**src/rtl/step_counter_pkg.sv**
```systemverilog
// step_counter_pkg: shared types and constants for the step counter slice.
package step_counter_pkg;

    localparam int SYNC_STAGES = 2;

    typedef enum logic {
        DIR_UP   = 1'b0,
        DIR_DOWN = 1'b1
    } dir_e;

endpackage

```
**src/rtl/tick_gen.sv**
```systemverilog
// tick_gen: prescaler counting 0..DIV-1, tick strobes for one cycle at DIV-1.
module tick_gen
    import step_counter_pkg::*;
#(
    parameter int DIV = 33554432
) (
    input  logic clk,
    input  logic rst,
    output logic tick
);

    localparam int PW = $clog2(DIV);
    localparam logic [PW-1:0] LAST = PW'(DIV - 1);

    logic [PW-1:0] cnt;

    generate
        if (DIV < 2) begin : g_bad_div
            $error("tick_gen: DIV must be at least 2");
        end
    endgenerate

    assign tick = cnt == LAST;

    always_ff @(posedge clk or posedge rst) begin
        if (rst)
            cnt <= '0;
        else
            cnt <= tick ? '0 : cnt + PW'(1);
    end

endmodule

```
**src/rtl/step_counter.sv**
```systemverilog
// step_counter: modulo up/down counter advanced by a synchronized button on each prescaler tick.
module step_counter
    import step_counter_pkg::*;
#(
    parameter int WIDTH  = 2,
    parameter int MODULO = 4,
    parameter int DIV    = 33554432
) (
    input  logic             clk,
    input  logic             rst,
    input  logic             b,
    input  logic             dir,
    input  logic             clr,
    output logic [WIDTH-1:0] number,
    output logic             odd,
    output logic             tick,
    output logic             wrap
);

    localparam logic [WIDTH-1:0] TOP = WIDTH'(MODULO - 1);

    logic [SYNC_STAGES-1:0] b_sync;
    logic                   b_s;
    logic                   step;
    logic                   at_top;
    logic                   at_zero;
    logic                   wrap_nxt;
    logic [WIDTH-1:0]       number_nxt;
    dir_e                   d;

    generate
        if (MODULO < 2 || MODULO > 2 ** WIDTH) begin : g_bad_modulo
            $error("step_counter: MODULO must lie in 2..2**WIDTH");
        end
    endgenerate

    tick_gen #(.DIV(DIV)) u_tick_gen (
        .clk  (clk),
        .rst  (rst),
        .tick (tick)
    );

    always_ff @(posedge clk or posedge rst) begin
        if (rst)
            b_sync <= '0;
        else
            b_sync <= {b_sync[SYNC_STAGES-2:0], b};
    end

    assign b_s = b_sync[SYNC_STAGES-1];
    assign d   = dir_e'(dir);

    // at_top uses >= so an out-of-range value still folds back to 0
    always_comb begin
        at_top     = number >= TOP;
        at_zero    = number == '0;
        step       = tick & b_s;
        number_nxt = (d == DIR_DOWN) ? (at_zero ? TOP : number - WIDTH'(1))
                                     : (at_top ? '0 : number + WIDTH'(1));
        wrap_nxt   = step & ((d == DIR_DOWN) ? at_zero : at_top);
    end

    always_ff @(posedge clk or posedge rst) begin
        if (rst) begin
            number <= '0;
            wrap   <= 1'b0;
        end else if (clr) begin
            number <= '0;
            wrap   <= 1'b0;
        end else begin
            if (step)
                number <= number_nxt;
            wrap <= wrap_nxt;
        end
    end

    assign odd = number[0];

endmodule

```
**config.mk**
```make
export PLATFORM = sky130hd
export DESIGN_NAME = step_counter
export DESIGN_NICKNAME = d
export VERILOG_FILES = /design/src/rtl/step_counter_pkg.sv /design/src/rtl/tick_gen.sv /design/src/rtl/step_counter.sv
export SDC_FILE = /design/constraint.sdc
export NUM_CORES = 1
export LEC_CHECK = 0
export BUFFER_PORTS_ARGS = -buffer_cell sky130_fd_sc_hd__buf_4
export CAP_MARGIN = 25
export CORE_ASPECT_RATIO = 0.6
export CORE_UTILIZATION = 35
export DETAILED_ROUTE_END_ITERATION = 10
export PLACE_DENSITY = 0.59
export SKIP_LAST_GASP = 1
export SYNTH_ARGS = -nofsm -noshare
export SYNTH_HDL_FRONTEND = slang
export SYNTH_SLANG_ARGS = --single-unit
```
**constraint.sdc**
```tcl
create_clock -name clk -period 5.3 [get_ports clk]
set_clock_uncertainty 0.1 [all_clocks]
set_input_delay 0.265 -clock clk [delete_from_list [all_inputs] [get_ports clk]]
set_output_delay 0.265 -clock clk [all_outputs]
set_load 0.03 [all_outputs]
```
Word level (Yosys, flattened, before mapping):

Index checks and enable logic that the tools add are counted.

* bits in registers: 30
* bits of input ports: 5
* output and inout port bits: 5
* word-level logic and storage cells: 21

* add/sub/neg operators: 3
* order comparisons: 1
* equality and inequality tests: 1
* multiplexer cells: 8
* bitwise logic cells: 2
* reductions and logical operators: 2

Operators by type and width (number)
* 25-bit by 1-bit adder with 25-bit output, second input constant: 1
* 25-bit equality test, second input constant: 1
* 25-bit 2-to-1 mux: 1
* 2-bit 2-to-1 mux: 5
* 2-bit by 1-bit adder with 2-bit output, second input constant: 1
* 1-bit bitwise AND: 2
* 2-bit greater-or-equal comparator, second input constant: 1
* 2-bit zero test: 1
* 1-bit 2-to-1 mux: 2
* 2-bit nonzero test: 1
* 2-bit by 1-bit subtractor with 2-bit output, second input constant: 1

Logic depth before layout (Yosys ltp):

Gate-level depths: netlist (run 1).

* depth in word-level cells: 5
* gate-level depth with buffers: 7

Modules after synthesis:

From an unflattened synthesis (run 1), not the netlist that was laid out.

* cell total of the unflattened synthesis: 138
* area total of the unflattened synthesis: 1455.1 um^2

Modules (own cells, without submodules)
* tick_gen: times used 1, cells each 116, area an instance 1223.7 um^2, sequential area each 625.6 um^2
* step_counter: times used 1, cells each 22, area an instance 231.5 um^2, sequential area each 125.1 um^2

Worst setup path before layout (run 1):

Ideal clock, no wire load.

* path type: register to output
* start point: register u_tick_gen.cnt[0]
* end point: output tick
* data arrival time: 1.946 ns
* required time: 4.935 ns
* path slack: 2.989 ns
* stages on the path, launching flop included: 6
* buffers on the path: 1
* path through: dfrtp_1 ha_1 nand4_2 or2_2 buf_2 nor3_1

* longest elaborated chain between the ends: 1

RTL lines
* start: declaration: RTL line tick_gen.sv:15 `logic [PW-1:0] cnt;`
* start signal: assignment: RTL line tick_gen.sv:29 `cnt <= tick ? '0 : cnt + PW'(1);`
* 25-bit equality test: RTL line tick_gen.sv:23 `assign tick = cnt == LAST;`
* end: declaration: RTL line step_counter.sv:16 `output logic tick,`

No other way between the ends.

Worst setup path in the final report (run 1):

Same ends and word-level chain as after synthesis.

==> impl_metrics.tcl, run 1 <==
set metrics [dict create \
    synthFlopType "dfrtp_1" \
    final_nets 168 \
    worstHoldPathType "in2reg" \
    met1_usage_pct 22.61 \
    cellPowerDensity_mw_per_mm2 241.8 \
    antenna_left 0 \
    critPathLaunchType "flip-flop" \
    vias_per_cell 5.097 \
    critPathMaxFanout 7 \
    dp_slack_ns 3.182 \
    cts_buffers 5 \
    dp.cells 208 \
    rsz0062_at_grt "no" \
    die-area_mm2 0.004553 \
    grt_max_degree 19 \
    synth-warning-count 0 \
    crit_type "reg2out" \
    tns_ns 0 \
    drc 0 \
    synth_edf_count 0 \
    synth-seq-cells 30 \
    htree_levels 2 \
    antennaDiodeCount 0 \
    leakagePower_nw 0.7715 \
    fin_crit_ns 2.349 \
    maxSlewHeadroom_pct 54.82 \
    status "finished, final reports clean" \
    syn_to_final_growth_pct 16.12 \
    peakVddDrop_mv 0.1288 \
    busiest_layer "met2" \
    antenna_found_initial 0 \
    hold_viol_final 0 \
    drt-wirelength-per-cell_um 13.81 \
    firstDrtPassIters 4 \
    drive_above_1_share_pct 15.09 \
    dp_hpwl_mm 2.268 \
    slew_violations 0 \
    place.gp.congestion 0.8043 \
    rows 17 \
    finalNonFillerCells 216 \
    clock_sinks 30 \
    cts_setup_buffers 0 \
    synthesis.nets 153 \
    grt.overflow.total 0 \
    synth_area_mm2 0.001498 \
    grt_pass1_wl_mm 5.333 \
    crit_required_ns 4.93 \
    maxCapViolCount 0 \
    ys_seq_area_share_pct 50.13 \
    grt.met3_usage_pct 5.354 \
    fmax_mhz 425.8 \
    fillers 378 \
    fin_ws_ns 2.951 \
    tightestPinTransition_ns 0.6715 \
    io_pins 10 \
    cts_buffer_depth 2 \
    avgSynthCellArea_um2 10.33 \
    track_usage_pct 16.22 \
    first_iter_violations 64 \
    async_reset_ff_share_pct 100.0 \
    routed_wl_mm 2.982 \
    coreArea_mm2 0.003871 \
    vias 1101 \
    grt_util_met2_pct 23.02 \
    start_util_pct 38.69 \
    cts_root_buf "clkbuf_8" \
    path_clk_slew_ns 0.06 \
    first_global_vias 1085 \
    chipHeight_um 52.67 \
    worstSetupEndpointType "primary output" \
    die_w_um 86.45 \
    synthCells 145 \
    period_share_pct 44.32 \
    port_buffers 9 \
    rrSetupSlack_ns 3.18 \
    synth_cell_types 36 \
    clock_latency_ns 0.28 \
    timing.hold.ws_ns 0.05679 \
    crit_arrival_ns 1.98 \
    cts_tree "yes" \
    setup_viol 0 \
]
[path summary, 6_finish.rpt]
path | from | cells past startpoint | end
min in group asynchronous | rst | 3 | u_tick_gen.cnt[18]
hold reg to reg | b_sync[0] | 0 | b_sync[1]
max in group asynchronous | rst | 4 | number[0]
setup reg to reg | u_tick_gen.cnt[0] | 5 | u_tick_gen.cnt[11]
setup / recovery | u_tick_gen.cnt[0] | 5 | tick
hold / removal | clr | 2 | wrap
[cell usage in the layout, fill, tap and decap left out, drive strengths merged, types with 2 or more instances in the layout]
cell type	netlist	layout
nor2	13	13
a21oi	5	5
nor3	8	8
dlygate4sd3	0	2
inv	9	9
nor4	6	6
nand2	7	7
buf	3	10
or4	4	4
ha	3	3
xnor2	13	13
nand4	8	8
dfrtp	30	30
xor2	6	6
or2	4	4
nand3	11	11
o31ai	3	3
clkbuf	1	6
[Yosys cell counts (all sizes together) (4+ instances only)]
cell type  count  area (µm²)
nor4           6       37.54
nor3           8       51.30
dfrtp         30       750.7
inv            9       33.78
xor2           6       52.55
nand3         11       55.05
or2            4       25.03
a21oi          5       25.02
nand2          7       26.28
nor2          13       48.80
xnor2         13       113.9
nand4          8       77.57
or4            4       33.78
[cell families after synthesis]
logic type / after synthesis / share of synthesized area, %
buffers and inverters: 13 / 4.093
AO/OA/AOI/OAI: 16 / 7.185
flip-flops: 30 / 50.13
adder cells (fa/ha/maj): 3 / 2.507
XOR/XNOR: 19 / 11.11
AND/OR/NAND/NOR: 64 / 24.98
[what timing repair did]
item	4_1_cts	5_1_grt
hold buffers	2	0
endpoints found under the hold margin	13	0
gates resized for setup	0	0
setup endpoints to repair	0	0
[stage by stage]
stage | area, µm² | power [mW] | util (%)
2_1_floorplan | 1498 | 0.2388 | -
3_3_place_gp | 1609 | 0.2428 | 41.56
3_5_place_dp | 1637 | 0.2455 | 42.28
4_1_cts | 1739 | 0.4260 | 44.93
5_1_grt | 1739 | 0.4391 | 44.93
6_report | 1739 | 0.4206 | 44.93
[report_power, final]
part | switching [mW] | internal, mW | leakage [nW]
clock network | 0.0787 | 0.0999 | 0.0431
logic | 0.00613 | 0.00587 | 0.328
registers | 0.000165 | 0.230 | 0.400
[layout make-up]
type                    count  area, µm²  share of cell area [%]
clock buffers               6      82.58                   4.748
inverters                   9      33.78                   1.942
multi-input cells         102      685.7                   39.42
flip-flops and latches     30      750.7                   43.17
well taps                  57      71.32                   4.101
repair buffers             12      115.1                   6.619
[per-layer routing]
metal | share of wire, % | routed length, µm
met5 | 0 | 0
met4 | 0.97 | 29
met3 | 3.9 | 116
met2 | 42 | 1252
met1 | 53 | 1583
[critical path: stages (launching register included)]
cell and delay (ns):
dfrtp_1 0.41, ha_1 0.24, nand4_2 0.21, or2_2 0.45, nor3_1 0.21, buf_4 0.19
[state kept, by name, indices dropped and copies added (netlist names)]
register,count
wrap,1
b_sync,2
number,2
u_tick_gen.cnt,25
Note: power is estimated with default switching activity, not from simulation.
==> run 2, diff against run 1 <==
--- a/config.mk
+++ b/config.mk
@@ -10,7 +10,7 @@
 export CORE_ASPECT_RATIO = 0.6
 export CORE_UTILIZATION = 35
 export DETAILED_ROUTE_END_ITERATION = 10
-export PLACE_DENSITY = 0.59
+export PLACE_DENSITY = 0.61
 export SKIP_LAST_GASP = 1
 export SYNTH_ARGS = -nofsm -noshare
 export SYNTH_HDL_FRONTEND = slang
==> constraint.sdc (replaced) <==
create_clock -name clk -period 2 [get_ports clk]
set_clock_uncertainty 0.1 [all_clocks]
set_input_delay 0.1 -clock clk [delete_from_list [all_inputs] [get_ports clk]]
set_output_delay 0.1 -clock clk [all_outputs]
set_load 0.03 [all_outputs]
==> run 2 against run 1 <==
Non-clock buffer count grew 23. Sequential share of layout area is 4.2 points lower. Core utilization increased by 4.9 points. First-iteration DRC count shrank 27%. Routed wire length is 10% higher. Combinational power rose to 2.5 times the previous value. Clock power up 150%. Critical path type unchanged. Largest cell class unchanged.
==> impl_metrics.tcl, run 2 (synthesis gave the netlist of run 1 again) <==
set metrics [dict create \
    status "finished, final reports clean" \
    top_register "u_tick_gen.cnt" \
    critPathMaxFanout 5 \
    htree_levels 2 \
    register_area_um2 752.0 \
    grt_max_degree 31 \
    drt-wirelength-per-cell_um 13.73 \
    p_total_mw 1.080 \
    path_clk_slew_ns 0.06 \
    rsz0062_at_grt "yes" \
    period_share_pct 97.25 \
    port_buffers 9 \
    fin_util_pct 49.81 \
    largestRegisters "u_tick_gen.cnt (25), b_sync (2), number (2)" \
    rows 17 \
    tns_ns 0 \
    fillers 363 \
    setup_viol 0 \
    maxCapViolCount 0 \
    grt.overflow.total 0 \
    holdPathEnd "b_sync[1]" \
    routed_wl_mm 3.294 \
    maxSlewHeadroom_pct 75.40 \
    crit_type "reg2out" \
    io_pins 10 \
    clock_sinks 30 \
    r2r_start "u_tick_gen.cnt[10]" \
    critPathLaunchType "flip-flop" \
    r2r-end "u_tick_gen.cnt[19]" \
    grt.met3_usage_pct 5.354 \
    clock_latency_ns 0.27 \
    largest_reg_flops 25 \
    antennaDiodeCount 0 \
    worstSetupEndpointType "primary output" \
    cts_root_buf "clkbuf_8" \
    place.gp.congestion 0.8232 \
    fin_crit_ns 1.945 \
    fin_ws_ns 0.05493 \
    grt_pass1_wl_mm 5.582 \
    timing.hold.ws_ns 0.2609 \
    die_w_um 86.45 \
    peakVddDrop_mv 0.4543 \
    track_usage_pct 16.73 \
    dp_hpwl_mm 2.382 \
    crit_arrival_ns 1.75 \
    multi_input_area_um2 711.9 \
    cts_buffers 5 \
    syn_to_final_growth_pct 28.74 \
    min_path_cells 0 \
    vias 1201 \
    cts_buffer_depth 2 \
    met1_usage_pct 21.56 \
    leakagePower_nw 0.8940 \
    final_cell_mix "dfrtp_1 (29), buf_4 (29), nor2_1 (13), xnor2_1 (13), nand3_1 (11)" \
    rrSetupSlack_ns 0.09 \
    drive_above_1_share_pct 26.78 \
    crit_required_ns 1.80 \
    worstRegToRegCells 6 \
    firstDrtPassIters 4 \
    vias_per_cell 5.004 \
    worstHoldPathType "reg2reg" \
    grt_util_met2_pct 27.91 \
    cellPowerDensity_mw_per_mm2 560.2 \
    fmax_mhz 514.1 \
    busiest_layer "met2" \
    tightestPinTransition_ns 0.3691 \
    antenna_found_initial 0 \
    die-area_mm2 0.004553 \
    first_global_vias 1197 \
    final_nets 191 \
    hold_viol_final 0 \
    start_util_pct 38.69 \
    coreArea_mm2 0.003871 \
    slew_violations 0 \
    cts_tree "yes" \
    antenna_left 0 \
    chipHeight_um 52.67 \
    first_iter_violations 47 \
    dp_slack_ns 0.07626 \
    holdCritStartpoint "b_sync[0]" \
    drc 0 \
]
[run 2: cell types whose count changed in the layout (fill, tap and decap cells not counted), moves of 2 or more]
cell,delta
buf_4,+20
buf_6,+2
clkinv_2,+2
dlygate4sd3_1,+2
[run 2: cell type report]
type	instances	area share, %
flip-flops and latches	30	39.00
repair buffers	35	14.54
multi-input cells	102	36.92
well taps	57	3.699
clock buffers	5	3.569
clock inverters	2	0.5191
inverters	9	1.752
[run 2: repair_timing]
action | in CTS | in global routing
pin swaps | 2 | 3
gates resized for setup | 3 | 5
setup buffers | 6 | 4
endpoints found under the setup margin | 1 | 15
hold buffers | 4 | 0
endpoints found under the hold margin | 33 | 0
[run 2: power breakdown]
part           total [mW]  internal, mW  switching [mW]
Combinational      0.0303        0.0140          0.0163
Sequential          0.610         0.609         0.00114
Clock               0.440         0.233           0.207
[run 2: critical path: stages, from the launching register on]
cell and delay [ns]:
dfrtp_1 0.40, nand4_4 0.14, or4_4 0.58, nor3_4 0.21
buf_6 0.15
[run 2: how the worst max path moves through the flow]
stage / cells after the start / end / start
after floorplan: 5 / tick / u_tick_gen.cnt[0]
after global placement: 5 / u_tick_gen.cnt[17] / u_tick_gen.cnt[8]
after detailed placement: 5 / u_tick_gen.cnt[19] / u_tick_gen.cnt[13]
after CTS: 5 / tick / u_tick_gen.cnt[0]
after global routing: 4 / tick / u_tick_gen.cnt[16]
final: 4 / tick / u_tick_gen.cnt[10]
[run 2: metal layers]
metal	up-vias	share of wire, %
met4	0	0
met3	0	5.3
met1	573	48
li1	588	-
met2	40	47
met5	-	0
[run 2: per-stage QoR]
stage	area, µm²	std cells
final	1928	240
after global routing	1928	240
after CTS	1874	236
after detailed placement	1704	219
after global placement	1704	219
after floorplan	1503	145
==> run 3, diff against run 2 <==
--- a/config.mk
+++ b/config.mk
@@ -10,7 +10,7 @@
 export CORE_ASPECT_RATIO = 0.6
 export CORE_UTILIZATION = 35
 export DETAILED_ROUTE_END_ITERATION = 10
-export PLACE_DENSITY = 0.61
+export PLACE_DENSITY = 0.59
 export SKIP_LAST_GASP = 1
 export SYNTH_ARGS = -nofsm -noshare
 export SYNTH_HDL_FRONTEND = slang
==> constraint.sdc (replaced) <==
create_clock -name clk -period 2.4 [get_ports clk]
set_clock_uncertainty 0.1 [all_clocks]
set_input_delay 0.12 -clock clk [delete_from_list [all_inputs] [get_ports clk]]
set_output_delay 0.12 -clock clk [all_outputs]
set_load 0.03 [all_outputs]
==> run 3 against run 2 <==
Power down 15%. Global-route usage fell by 1.5 points. Sequential power is 17% lower. Clock-buffer cell count grew 1.
==> impl_metrics.tcl, run 3 (synthesis gave the netlist of run 1 again) <==
set metrics [dict create \
    cellPowerDensity_mw_per_mm2 522.8 \
    worstHoldPathType "in2reg" \
    placed_area_mm2 0.001639 \
    io_pins 10 \
    critPathMaxFanout 7 \
    min_path_cells 3 \
    place.gp.congestion 0.8037 \
    grt.overflow.total 0 \
    rrSetupSlack_ns 0.28 \
    vias_per_cell 5.023 \
    firstDrtPassIters 4 \
    first_iter_violations 71 \
    die-area_mm2 0.004553 \
    setup_viol 0 \
    drt-wirelength-per-cell_um 13.19 \
    drive_above_1_share_pct 16.56 \
    p_total_mw 0.9157 \
    cts_tree "yes" \
    antennaDiodeCount 0 \
    cts_buffers 5 \
    cts_setup_buffers 0 \
    die_w_um 86.45 \
    antenna_found_initial 0 \
    holdCritStartpoint "dir" \
    r2r_start "u_tick_gen.cnt[0]" \
    maxCapViolCount 0 \
    path_clk_slew_ns 0.06 \
    syn_to_final_growth_pct 16.96 \
    critPathLaunchType "flip-flop" \
    holdPathEnd "wrap" \
    final_cell_mix "dfrtp_1 (30), nor2_1 (13), xnor2_1 (13), buf_4 (13), nand3_1 (11)" \
    worstSetupEndpointType "primary output" \
    routed_wl_mm 2.902 \
    largestRegisters "u_tick_gen.cnt (25), b_sync (2), number (2)" \
    cts_buffer_depth 2 \
    fin_util_pct 45.25 \
    final_nets 172 \
    top_register "u_tick_gen.cnt" \
    final_common_cell "dfrtp_1" \
    design_area_mm2 0.001752 \
    drc 0 \
    fin_crit_ns 2.230 \
    htree_levels 2 \
    slew_violations 0 \
    r2r-end "u_tick_gen.cnt[17]" \
    grt_max_degree 31 \
    start_util_pct 38.69 \
    vias 1105 \
    maxSlewHeadroom_pct 53.89 \
    cts_root_buf "clkbuf_8" \
    status "finished, final reports clean" \
    crit_type "reg2out" \
    dp_hpwl_mm 2.148 \
    ctsHoldBuffers 3 \
    coreArea_mm2 0.003871 \
    crit_arrival_ns 2.01 \
    hold_viol_final 0 \
    tns_ns 0 \
    track_usage_pct 15.24 \
    port_buffers 9 \
    clock_sinks 30 \
    grt_pass1_wl_mm 4.988 \
    rows 17 \
    fmax_mhz 448.4 \
    clock_latency_ns 0.27 \
    antenna_left 0 \
    worstRegToRegCells 5 \
    rsz0062_at_grt "no" \
    post_cts_resized 0 \
    fillers 376 \
    first_global_vias 1056 \
    largest_reg_flops 25 \
    leakagePower_nw 0.7816 \
    period_share_pct 92.93 \
    chipHeight_um 52.67 \
    crit_required_ns 2.18 \
    peakVddDrop_mv 0.3400 \
    tightestPinTransition_ns 0.6853 \
]
run 3: cell type report:
cell class / count / area [µm²] / area share (%)
Inverter: 9 / 33.78 / 1.929
Clock buffer: 6 / 82.58 / 4.714
Tap cell: 57 / 71.32 / 4.071
Timing Repair Buffer: 16 / 127.6 / 7.286
Sequential cell: 30 / 750.7 / 42.86
Multi-Input combinational cell: 102 / 685.7 / 39.14
run 3: worst max-delay path by stage:
| stage | startpoint | to |
|---|---|---|
| 6_report | u_tick_gen.cnt[0] | tick |
| 3_5_place_dp | u_tick_gen.cnt[0] | u_tick_gen.cnt[11] |
| 2_1_floorplan | u_tick_gen.cnt[0] | tick |
| 3_3_place_gp | u_tick_gen.cnt[0] | u_tick_gen.cnt[11] |
| 4_1_cts | u_tick_gen.cnt[0] | tick |
| 5_1_grt | u_tick_gen.cnt[0] | tick |
run 3: metal layers:
layer	vias up	wire length, µm	GRT usage (%)
met5	-	0	0
met4	0	10	5.278
met3	2	157	5.669
met2	17	1180	20.50
met1	535	1553	21.98
li1	551	-	-
run 3: report_power, final:
part | internal [mW] | switching [mW]
registers | 0.508 | 0.000779
clock network | 0.220 | 0.163
logic | 0.0106 | 0.0133
total | 0.739 | 0.177
run 3: metrics by stage:
stage	std cells	hold WS, ns	worst slack, ns
2_1_floorplan	145	0.05143	0.2343
5_1_grt	220	0.03673	0.06606
4_1_cts	220	0.01696	0.1298
3_5_place_dp	211	0.1264	0.2829
6_report	220	0.02417	0.1697
3_3_place_gp	211	0.1215	0.3853
run 3: critical path, cell delays in order (launching register included):
cell and delay [ns]:
dfrtp_1 0.40, ha_1 0.24, nand4_2 0.22, or2_2 0.45
nor3_1 0.23, buf_4 0.20
